--- src/rtl/ps2_key_tracker.sv ---
// ---------------------------------------------------------------------------
// ps2_key_tracker
//
// Receives raw PS/2 keyboard frames and turns the make/break/extended scan
// code stream into a small "held keys" state: up to two movement keys plus
// dedicated shoot and jump flags. Everything runs on Clk; psClk/psData are
// asynchronous and are synchronised here.
//
// Ports
//   Clk       in   system clock (50 MHz)
//   Reset     in   asynchronous, active-low reset
//   psClk     in   PS/2 clock pin (asynchronous)
//   psData    in   PS/2 data pin (asynchronous)
//   key1      out  first held movement key make code, 8'h00 when empty
//   key2      out  second held movement key make code, 8'h00 when empty
//   keyCount  out  number of held movement keys (0..2)
//   Shooting  out  shoot key held
//   Jumping   out  jump key held
//   press     out  any movement key, shoot or jump held (registered)
//   frameErr  out  one-cycle pulse on parity, stop-bit or timeout error
// ---------------------------------------------------------------------------
module ps2_key_tracker #(
  parameter logic [7:0] KEY_SHOOT      = 8'h3B,
  parameter logic [7:0] KEY_JUMP       = 8'h29,
  parameter int         TIMEOUT_CYCLES = 100000
) (
  input  logic       Clk,
  input  logic       Reset,
  input  logic       psClk,
  input  logic       psData,
  output logic [7:0] key1,
  output logic [7:0] key2,
  output logic [2:0] keyCount,
  output logic       Shooting,
  output logic       Jumping,
  output logic       press,
  output logic       frameErr
);

  localparam int            TW      = (TIMEOUT_CYCLES > 2) ? $clog2(TIMEOUT_CYCLES) : 1;
  localparam logic [TW-1:0] TO_LAST = TW'(TIMEOUT_CYCLES - 1);

  localparam logic [7:0] CODE_EXT = 8'hE0;
  localparam logic [7:0] CODE_BRK = 8'hF0;

  typedef enum logic [1:0] {
    ST_IDLE,
    ST_DATA,
    ST_PARITY,
    ST_STOP
  } state_t;

  // -------------------------------------------------------------------------
  // Stage p0: two-flop synchronisers plus a third flop on the clock line
  // -------------------------------------------------------------------------
  logic r_clk_s1_p0, r_clk_s2_p0, r_clk_prev_p0;
  logic r_dat_s1_p0, r_dat_s2_p0;
  logic w_fall_p0;

  // Flops reset to the idle-high line level so release of reset never
  // fabricates a falling edge.
  always_ff @(posedge Clk or negedge Reset) begin
    if (!Reset) begin
      r_clk_s1_p0   <= 1'b1;
      r_clk_s2_p0   <= 1'b1;
      r_clk_prev_p0 <= 1'b1;
      r_dat_s1_p0   <= 1'b1;
      r_dat_s2_p0   <= 1'b1;
    end else begin
      r_clk_s1_p0   <= psClk;
      r_clk_s2_p0   <= r_clk_s1_p0;
      r_clk_prev_p0 <= r_clk_s2_p0;
      r_dat_s1_p0   <= psData;
      r_dat_s2_p0   <= r_dat_s1_p0;
    end
  end

  assign w_fall_p0 = r_clk_prev_p0 & ~r_clk_s2_p0;

  // -------------------------------------------------------------------------
  // Stage p1: registered falling-edge strobe with its data sample
  // -------------------------------------------------------------------------
  logic r_fall_p1;
  logic r_dat_p1;

  always_ff @(posedge Clk or negedge Reset) begin
    if (!Reset) begin
      r_fall_p1 <= 1'b0;
      r_dat_p1  <= 1'b1;
    end else begin
      r_fall_p1 <= w_fall_p0;
      r_dat_p1  <= r_dat_s2_p0;
    end
  end

  // -------------------------------------------------------------------------
  // Stage p2: frame receive FSM, produces byte-valid / frame-error strobes
  // -------------------------------------------------------------------------
  state_t          r_state, w_state_nxt;
  logic [2:0]      r_bit_cnt, w_bit_cnt_nxt;
  logic [TW-1:0]   r_to_cnt, w_to_cnt_nxt;
  logic [7:0]      r_shift, w_shift_nxt;
  logic            r_parity, w_parity_nxt;
  logic            r_byte_vld_p2, w_byte_vld_nxt;
  logic            r_err_p2, w_err_nxt;

  always_ff @(posedge Clk or negedge Reset) begin
    if (!Reset) begin
      r_state       <= ST_IDLE;
      r_bit_cnt     <= 3'd0;
      r_to_cnt      <= '0;
      r_byte_vld_p2 <= 1'b0;
      r_err_p2      <= 1'b0;
    end else begin
      r_state       <= w_state_nxt;
      r_bit_cnt     <= w_bit_cnt_nxt;
      r_to_cnt      <= w_to_cnt_nxt;
      r_byte_vld_p2 <= w_byte_vld_nxt;
      r_err_p2      <= w_err_nxt;
    end
  end

  // Shift register and parity bit are pure data; their content is only
  // looked at while the FSM qualifies it, so they carry no reset.
  always_ff @(posedge Clk) begin
    r_shift  <= w_shift_nxt;
    r_parity <= w_parity_nxt;
  end

  always_comb begin
    w_state_nxt    = r_state;
    w_bit_cnt_nxt  = r_bit_cnt;
    w_shift_nxt    = r_shift;
    w_parity_nxt   = r_parity;
    w_byte_vld_nxt = 1'b0;
    w_err_nxt      = 1'b0;
    w_to_cnt_nxt   = r_to_cnt + 1'b1;

    if ((r_state == ST_IDLE) || r_fall_p1) begin
      w_to_cnt_nxt = '0;
    end

    case (r_state)
      ST_IDLE: begin
        if (r_fall_p1 && !r_dat_p1) begin
          w_state_nxt   = ST_DATA;
          w_bit_cnt_nxt = 3'd0;
        end
      end
      ST_DATA: begin
        if (r_fall_p1) begin
          w_shift_nxt   = {r_dat_p1, r_shift[7:1]};
          w_bit_cnt_nxt = r_bit_cnt + 3'd1;
          if (r_bit_cnt == 3'd7) begin
            w_state_nxt = ST_PARITY;
          end
        end
      end
      ST_PARITY: begin
        if (r_fall_p1) begin
          w_parity_nxt = r_dat_p1;
          w_state_nxt  = ST_STOP;
        end
      end
      ST_STOP: begin
        if (r_fall_p1) begin
          // Odd parity: data bits plus parity bit must XOR to 1.
          if (r_dat_p1 && (^{r_shift, r_parity})) begin
            w_byte_vld_nxt = 1'b1;
          end else begin
            w_err_nxt = 1'b1;
          end
          w_state_nxt = ST_IDLE;
        end
      end
      default: begin
        w_state_nxt = ST_IDLE;
      end
    endcase

    // A stalled PS/2 clock abandons the partial frame. A falling edge in the
    // same cycle wins because it restarts the inactivity window.
    if ((r_state != ST_IDLE) && !r_fall_p1 && (r_to_cnt == TO_LAST)) begin
      w_state_nxt  = ST_IDLE;
      w_err_nxt    = 1'b1;
      w_to_cnt_nxt = '0;
    end
  end

  // -------------------------------------------------------------------------
  // Stage p3: scan-code decoder and held-key table
  // -------------------------------------------------------------------------
  logic       r_ext, w_ext_nxt;
  logic       r_brk, w_brk_nxt;
  logic [7:0] r_key1_p3, w_key1_nxt;
  logic [7:0] r_key2_p3, w_key2_nxt;
  logic [2:0] r_count_p3, w_count_nxt;
  logic       r_shoot_p3, w_shoot_nxt;
  logic       r_jump_p3, w_jump_nxt;
  logic       r_press_p3, w_press_nxt;
  logic       w_in_table;

  // Empty slots hold 8'h00 and code 8'h00 is never stored, so a plain
  // compare against both slots is enough once the count is qualified.
  assign w_in_table = ((r_count_p3 != 3'd0) && (r_shift == r_key1_p3)) ||
                      ((r_count_p3 == 3'd2) && (r_shift == r_key2_p3));

  always_comb begin
    w_ext_nxt   = r_ext;
    w_brk_nxt   = r_brk;
    w_key1_nxt  = r_key1_p3;
    w_key2_nxt  = r_key2_p3;
    w_count_nxt = r_count_p3;
    w_shoot_nxt = r_shoot_p3;
    w_jump_nxt  = r_jump_p3;

    if (r_byte_vld_p2) begin
      if (r_shift == CODE_EXT) begin
        w_ext_nxt = 1'b1;
      end else if (r_shift == CODE_BRK) begin
        w_brk_nxt = 1'b1;
      end else begin
        w_ext_nxt = 1'b0;
        w_brk_nxt = 1'b0;
        // Extended codes only clear the prefix flags. Code 00 (keyboard
        // overrun) is dropped so an empty slot can never look held.
        if (!r_ext && (r_shift != 8'h00)) begin
          if (!r_brk) begin
            if (r_shift == KEY_SHOOT) begin
              w_shoot_nxt = 1'b1;
            end else if (r_shift == KEY_JUMP) begin
              w_jump_nxt = 1'b1;
            end else if (!w_in_table) begin
              if (r_count_p3 == 3'd0) begin
                w_key1_nxt  = r_shift;
                w_count_nxt = 3'd1;
              end else if (r_count_p3 == 3'd1) begin
                w_key2_nxt  = r_shift;
                w_count_nxt = 3'd2;
              end
            end
          end else begin
            if (r_shift == KEY_SHOOT) begin
              w_shoot_nxt = 1'b0;
            end else if (r_shift == KEY_JUMP) begin
              w_jump_nxt = 1'b0;
            end else if ((r_count_p3 != 3'd0) && (r_shift == r_key1_p3)) begin
              // Releasing the first key promotes the second one.
              w_key1_nxt  = r_key2_p3;
              w_key2_nxt  = 8'h00;
              w_count_nxt = r_count_p3 - 3'd1;
            end else if ((r_count_p3 == 3'd2) && (r_shift == r_key2_p3)) begin
              w_key2_nxt  = 8'h00;
              w_count_nxt = 3'd1;
            end
          end
        end
      end
    end

    w_press_nxt = (w_count_nxt != 3'd0) | w_shoot_nxt | w_jump_nxt;
  end

  always_ff @(posedge Clk or negedge Reset) begin
    if (!Reset) begin
      r_ext      <= 1'b0;
      r_brk      <= 1'b0;
      r_key1_p3  <= 8'h00;
      r_key2_p3  <= 8'h00;
      r_count_p3 <= 3'd0;
      r_shoot_p3 <= 1'b0;
      r_jump_p3  <= 1'b0;
      r_press_p3 <= 1'b0;
    end else begin
      r_ext      <= w_ext_nxt;
      r_brk      <= w_brk_nxt;
      r_key1_p3  <= w_key1_nxt;
      r_key2_p3  <= w_key2_nxt;
      r_count_p3 <= w_count_nxt;
      r_shoot_p3 <= w_shoot_nxt;
      r_jump_p3  <= w_jump_nxt;
      r_press_p3 <= w_press_nxt;
    end
  end

  assign key1     = r_key1_p3;
  assign key2     = r_key2_p3;
  assign keyCount = r_count_p3;
  assign Shooting = r_shoot_p3;
  assign Jumping  = r_jump_p3;
  assign press    = r_press_p3;
  assign frameErr = r_err_p2;

endmodule

--- config.mk ---
export PLATFORM = sky130hd
export DESIGN_NAME = ps2_key_tracker
export DESIGN_NICKNAME = d
export VERILOG_FILES = /design/src/rtl/ps2_key_tracker.sv
export SDC_FILE = /design/constraint.sdc
export NUM_CORES = 1
export LEC_CHECK = 0
export BUFFER_PORTS_ARGS = -buffer_cell sky130_fd_sc_hd__buf_2
export CAP_MARGIN = 25
export CORE_ASPECT_RATIO = 2
export CORE_MARGIN = 3
export CORE_UTILIZATION = 33
export DETAILED_ROUTE_END_ITERATION = 6
export SLEW_MARGIN = 15
export SYNTH_ARGS = -nofsm -noshare
export SYNTH_HDL_FRONTEND = slang
export SYNTH_SLANG_ARGS = --single-unit
--- constraint.sdc ---
create_clock -name Clk -period 4 [get_ports Clk]
set_input_delay 0.2 -clock Clk [delete_from_list [all_inputs] [get_ports Clk]]
set_output_delay 0.2 -clock Clk [all_outputs]
set_load 0.02 [all_outputs]
---- Word level (Yosys, flattened, before mapping) ----
Cells that the tools add are included.
operators by class
  reduce and logical (&&, ||, !) cells .... 30
  bitwise operators ....................... 8
  add/sub/neg operators ................... 3
  equality and inequality tests ........... 25
  muxes and demuxes ....................... 70
operators by type and width
  kind                   number
  $mux 8                 18
  $mux 3                 16
  $mux 17                2
  $mux 1                 26
  $add 17x1->17 const B  1
  $eq 17x17->1 const B   1
  $eq 8x6->1 const B     2
  $eq 8x8->1             2
  $eq 8x8->1 const B     2
  $mux 2                 6
  $ne 3x3->1 const B     4
  $reduce_and 10->1      1
  $reduce_and 9->1       1
  $reduce_xor 9->1       1
  $ne 2x2->1 const B     4
  $pmux 2 s4             1
  $reduce_and 2->1       4
  $reduce_bool 2->1      4
  $reduce_bool 8->1      1
  $logic_and 1x1->1      7
  $ne 3x1->1 const B     2
  $pmux 3 s2             1
  $reduce_bool 3->1      2
  $not 1->1              5
  other kinds (16)       22
word-level totals
  register bits ........................... 64
  output and inout bits ................... 23
  input port bits ......................... 4
  logic and storage cells ................. 158

---- Logic depth before layout (Yosys ltp) ----
  depth in word-level cells ............... 14
  mapped depth ............................ 10
  mapped depth without buffers ............ 8

---- Least setup slack after synthesis ----
No wires, ideal clock.
  path kind ............................... register to register
  start point ............................. register r_count_p3[0], in the netlist keyCount[0]
  end point ............................... register r_key2_p3[0], in the netlist key2[0]
  data required time ...................... 3.873 ns
  setup time .............................. 0.127 ns
  path buffers ............................ 0
  cell stages (with the launch flop) ...... 9
  arrival time ............................ 2.328 ns
  path slack .............................. 1.545 ns
  clock period less this slack ............ 2.455 ns
  cell sequence ........................... dfrtp_1 inv_1 ha_1 nor3b_1 nand3_1 nand2_1 or4_1 a21oi_2 mux2_1
between the ends
  word-level cells in the longest chain between the ends .. 6
  elaborated cells between the ends (all ways) .. 16
  those cells by class .................... eq/ne: 5; mux: 4; reduce/logical: 7
RTL lines
  what                                                       line  text
  start, declared                                            197   logic [2:0] r_count_p3, w_count_nxt;
  start signal, assigned                                     279   r_count_p3 <= w_count_nxt;
  branches (longest 6 deep; another with $reduce_and 10->1)  n/a
  end signal, assigned                                       278   r_key2_p3 <= w_key2_nxt;
  end, declared                                              196   logic [7:0] r_key2_p3, w_key2_nxt;
Several ways; the timed one is not identified. The select of a mux whose other input is x is not followed.
A chain may end at the register's enable or synchronous reset.

---- Worst setup path in the final report ----
  start point ............................. register r_shift[5]
  end point ............................... register r_key2_p3[2], in the netlist key2[2]
between the ends
  word-level cells in the longest chain between the ends .. 6
  elaborated cells between the ends (all ways) .. 22
  those cells by class .................... eq/ne: 8; mux: 4; bitwise: 4; reduce/logical: 6
RTL lines
  what                    line      text
  start, declared         102       logic [7:0] r_shift, w_shift_nxt;
  start signal, assigned  126       r_shift <= w_shift_nxt;
  $eq 8x8->1              205, 247
  $logic_and 1x1->1       205, 247
  $mux 8                  247       end else if ((r_count_p3 != 3'd0) && (r_shift == r_key1_p3)) begin
  $mux 8                  245       end else if (r_shift == KEY_JUMP) begin
  $mux 8                  243       if (r_shift == KEY_SHOOT) begin
  $mux 8                  228       if (!r_brk) begin
Parallel ways exist; a longest one is shown, timed or not. The select of a mux whose other input is x is not followed.

==> run metrics <==
depth of the most critical reg-to-reg path=7; status=complete, no violations; vias per cell=4.960; initial core utilization=0.3422; critical path class=reg -> reg; global route total overflow=0; Worst VDD drop=0.2616 mV; Synth Register Bits=64; post-synthesis compound-gate area fraction=0.07961; Initial DRC Count=94; Pre-antenna DRT Iters=4; initial antenna violation count=0; RR Endpoint=key2[2]$_DFFE_PN0P_; FILL cells=986; critical path data required time=4210 ps; peak fanout along the critical path=9; worst-margin pin slew=791.5 ps; hpwl dp=5.238 mm; chip width=77.39 microns; Final nets=360; DR DRC count=0; largest family of logic cells by synthesized area=simple AND/OR/NAND/NOR gates; ANT cells=0; Clock Skew=6.051 ps; FF/Latch Area=0.001654 sq mm; CTS clk-pin slew, worst paths=60 ps; pin count of the biggest net entering global routing=36; Clock Tree Buf Depth=2; final slew viol count=0; Ys Warns=0; flop2flop setup slack=1310 ps; Critical Path End Type=flop; detailed-route wire length=7.063 mm; Die Area=0.01151 sq mm; max-cap violation count=0; Leak Pwr=0.001789 uW; Worst Hold Class=in -> async; Detail Route Antenna Nets=0; Final Wtd Congestion=0.8438; pwr/cell area=649.5 mW/mm^2; via count=2386; RSZ-0062 raised after global routing=no; Port-buffer cells=26; Synth-to-Final Area Change=18.12%; first-pass GRT wire length=12.04 mm; Synth Area in XOR/XNOR=0.1016; gate count of the mapped netlist=318; post-CTS sizing=0; I/O pin count=27; hold-fix buffers at CTS=3; wire length per cell=14.68 microns; Num CTS Buffers=9; multiplexer share of the synthesized area=0.03943; crit path DAT=2900 ps; Post-synth top flop=dfrtp_1; worst-skew pair later-pin latency=320 ps; setup TNS=0 ps; worst setup path end=key2[2]$_DFFE_PN0P_; row count=51; GRT Util Overall=0.1337; Async S/R FF share, synth=0.8594; area occupied by multi-input gates=0.001579 sq mm; Die Ht=148.8 microns; Post-CTS Setup Bufs=0; fin crit share=0.6723; final setup fails=0; syn avg cell area=10.58 sq um; Seq/Total Area, Yosys=0.4918; Post-Syn Nets=334; Critical Path Start Type=flop; CTS Sinks=64; Core ar.=0.009827 sq mm; Max Fclk=0.3719 GHz; Slew headroom=0.4723; CTS root buf=clkbuf_16; vias in the first global route=2492; number of enable flip-flop cells after synthesis=9; simple-gate share of the synthesized area=0.2042; Synth Cell Area=0.003363 sq mm; total power=2580 uW; Worst Setup SP=r_shift[5]$_DFFE_PP_; Period minus WS final=2689 ps; CTS tree=yes; share of post-route cells with drive strength above 1=0.1719; Max H-tree Level=3; Netlist cell types=55; FF-to-FF Start=r_shift[5]$_DFFE_PP_; Post-Synth Adder-Cell Area=0.04464; Final Hold Viols=0
==> critical path, stage by stage (launching register included) <==
cell and delay, ps:
edfxtp_1 570, xor2_1 290, nor4_1 90, nand4_1 160, nand2_1 120, or4_1 510, a21oi_2 450, mux2_1 370
==> logic make-up (layout without fill, tap and decap cells) <==
kind of cell | count (synthesis) | count (layout)
flops | 64 | 64
xor+xnor | 39 | 39
mux | 12 | 12
buf+inv | 25 | 56
fa+ha+maj | 12 | 12
simple gates | 123 | 123
compound gates | 43 | 43
==> cells in the final DEF (no fill, tap or decap), drive strengths merged, types with 2 or more instances in the layout <==
master,n
or3,3
nand2b,6
nand2,18
ha,12
dfrtp,49
dlygate4sd3,3
nor2b,10
and2,3
nand3b,2
and3,7
nand4,6
o21ai,9
a21oi,22
or2,3
nor4,3
and4,3
mux2,10
clkbuf,12
xor2,27
inv,9
or4b,2
edfxtp,9
dfstp,6
nor2,34
nor3,4
o31ai,2
mux2i,2
nor4b,2
bufinv,3
nand3,10
xnor2,12
buf,28
or4,4
==> how the worst min path moves through the flow <==
stage	cells past startpoint	slack, ps	to	from
floorplan	0	-100	Jumping$_DFF_PN0_	Reset
detailed placement	1	180	keyCount[2]$_DFF_PN0_	Reset
finish	2	360	keyCount[2]$_DFF_PN0_	Reset
CTS	0	360	r_dat_s2_p0$_DFF_PN1_	r_dat_s1_p0$_DFF_PN1_
global route	0	360	r_dat_p1$_DFF_PN1_	r_dat_s2_p0$_DFF_PN1_
global placement	1	180	keyCount[2]$_DFF_PN0_	Reset
==> state kept, by name (all words and copies together) (netlist names), 2 cells and up <==
register   count
r_state        2
key1           8
r_bit_cnt      3
keyCount       3
r_to_cnt      17
r_shift        8
key2           8
==> power breakdown <==
part	switching (uW)	internal, uW	total (uW)
Sequential	186	794	980
Combinational	392	272	664
Clock	276	660	936
==> cell type report <==
type,instances,area share
well taps,132,0.04157
clock inverters,4,0.02488
clock buffers,12,0.06709
inverters,9,0.008504
flip-flops and latches,64,0.4164
multi-input cells,229,0.3975
repair buffers,31,0.04409
==> synth_stat cells, drive strengths merged (7+ instances only) <==
master	instances	area (sq um)
dfrtp	49	1226
nor2	34	127.6
xor2	27	236.5
a21oi	22	113.9
nand2	18	70.07
ha	12	150.1
xnor2	12	105.1
buf	10	73.81
mux2	10	112.6
nand3	10	50.05
nor2b	10	62.56
edfxtp	9	270.3
inv	9	33.78
o21ai	9	45.04
and3	7	48.80
==> per-layer routing <==
| layer | part of all wire | up-vias | GRT usage | wire (microns) |
|---|---|---|---|---|
| met3 | 0.029 | 20 | 0.03204 | 205 |
| li1 | - | 1153 | - | - |
| met4 | 0.036 | 0 | 0.06239 | 257 |
| met2 | 0.55 | 52 | 0.2561 | 3917 |
| met5 | 0 | - | 0 | 0 |
| met1 | 0.38 | 1161 | 0.1319 | 2683 |
==> metrics by stage <==
stage          hold slack (ps)  instances  setup slack (ps)  cell area, sq um  utilization
3_5_place_dp             177.8        462              1281              3577       0.3640
2_1_floorplan           -95.59        318              1545              3363            -
4_1_cts                  356.2        481              1274              3973       0.4043
6_report                 355.8        481              1311              3973       0.4043
3_3_place_gp             177.5        462              1318              3577       0.3640
5_1_grt                  360.5        481              1165              3973       0.4043
(Power assumes the default switching activity.)
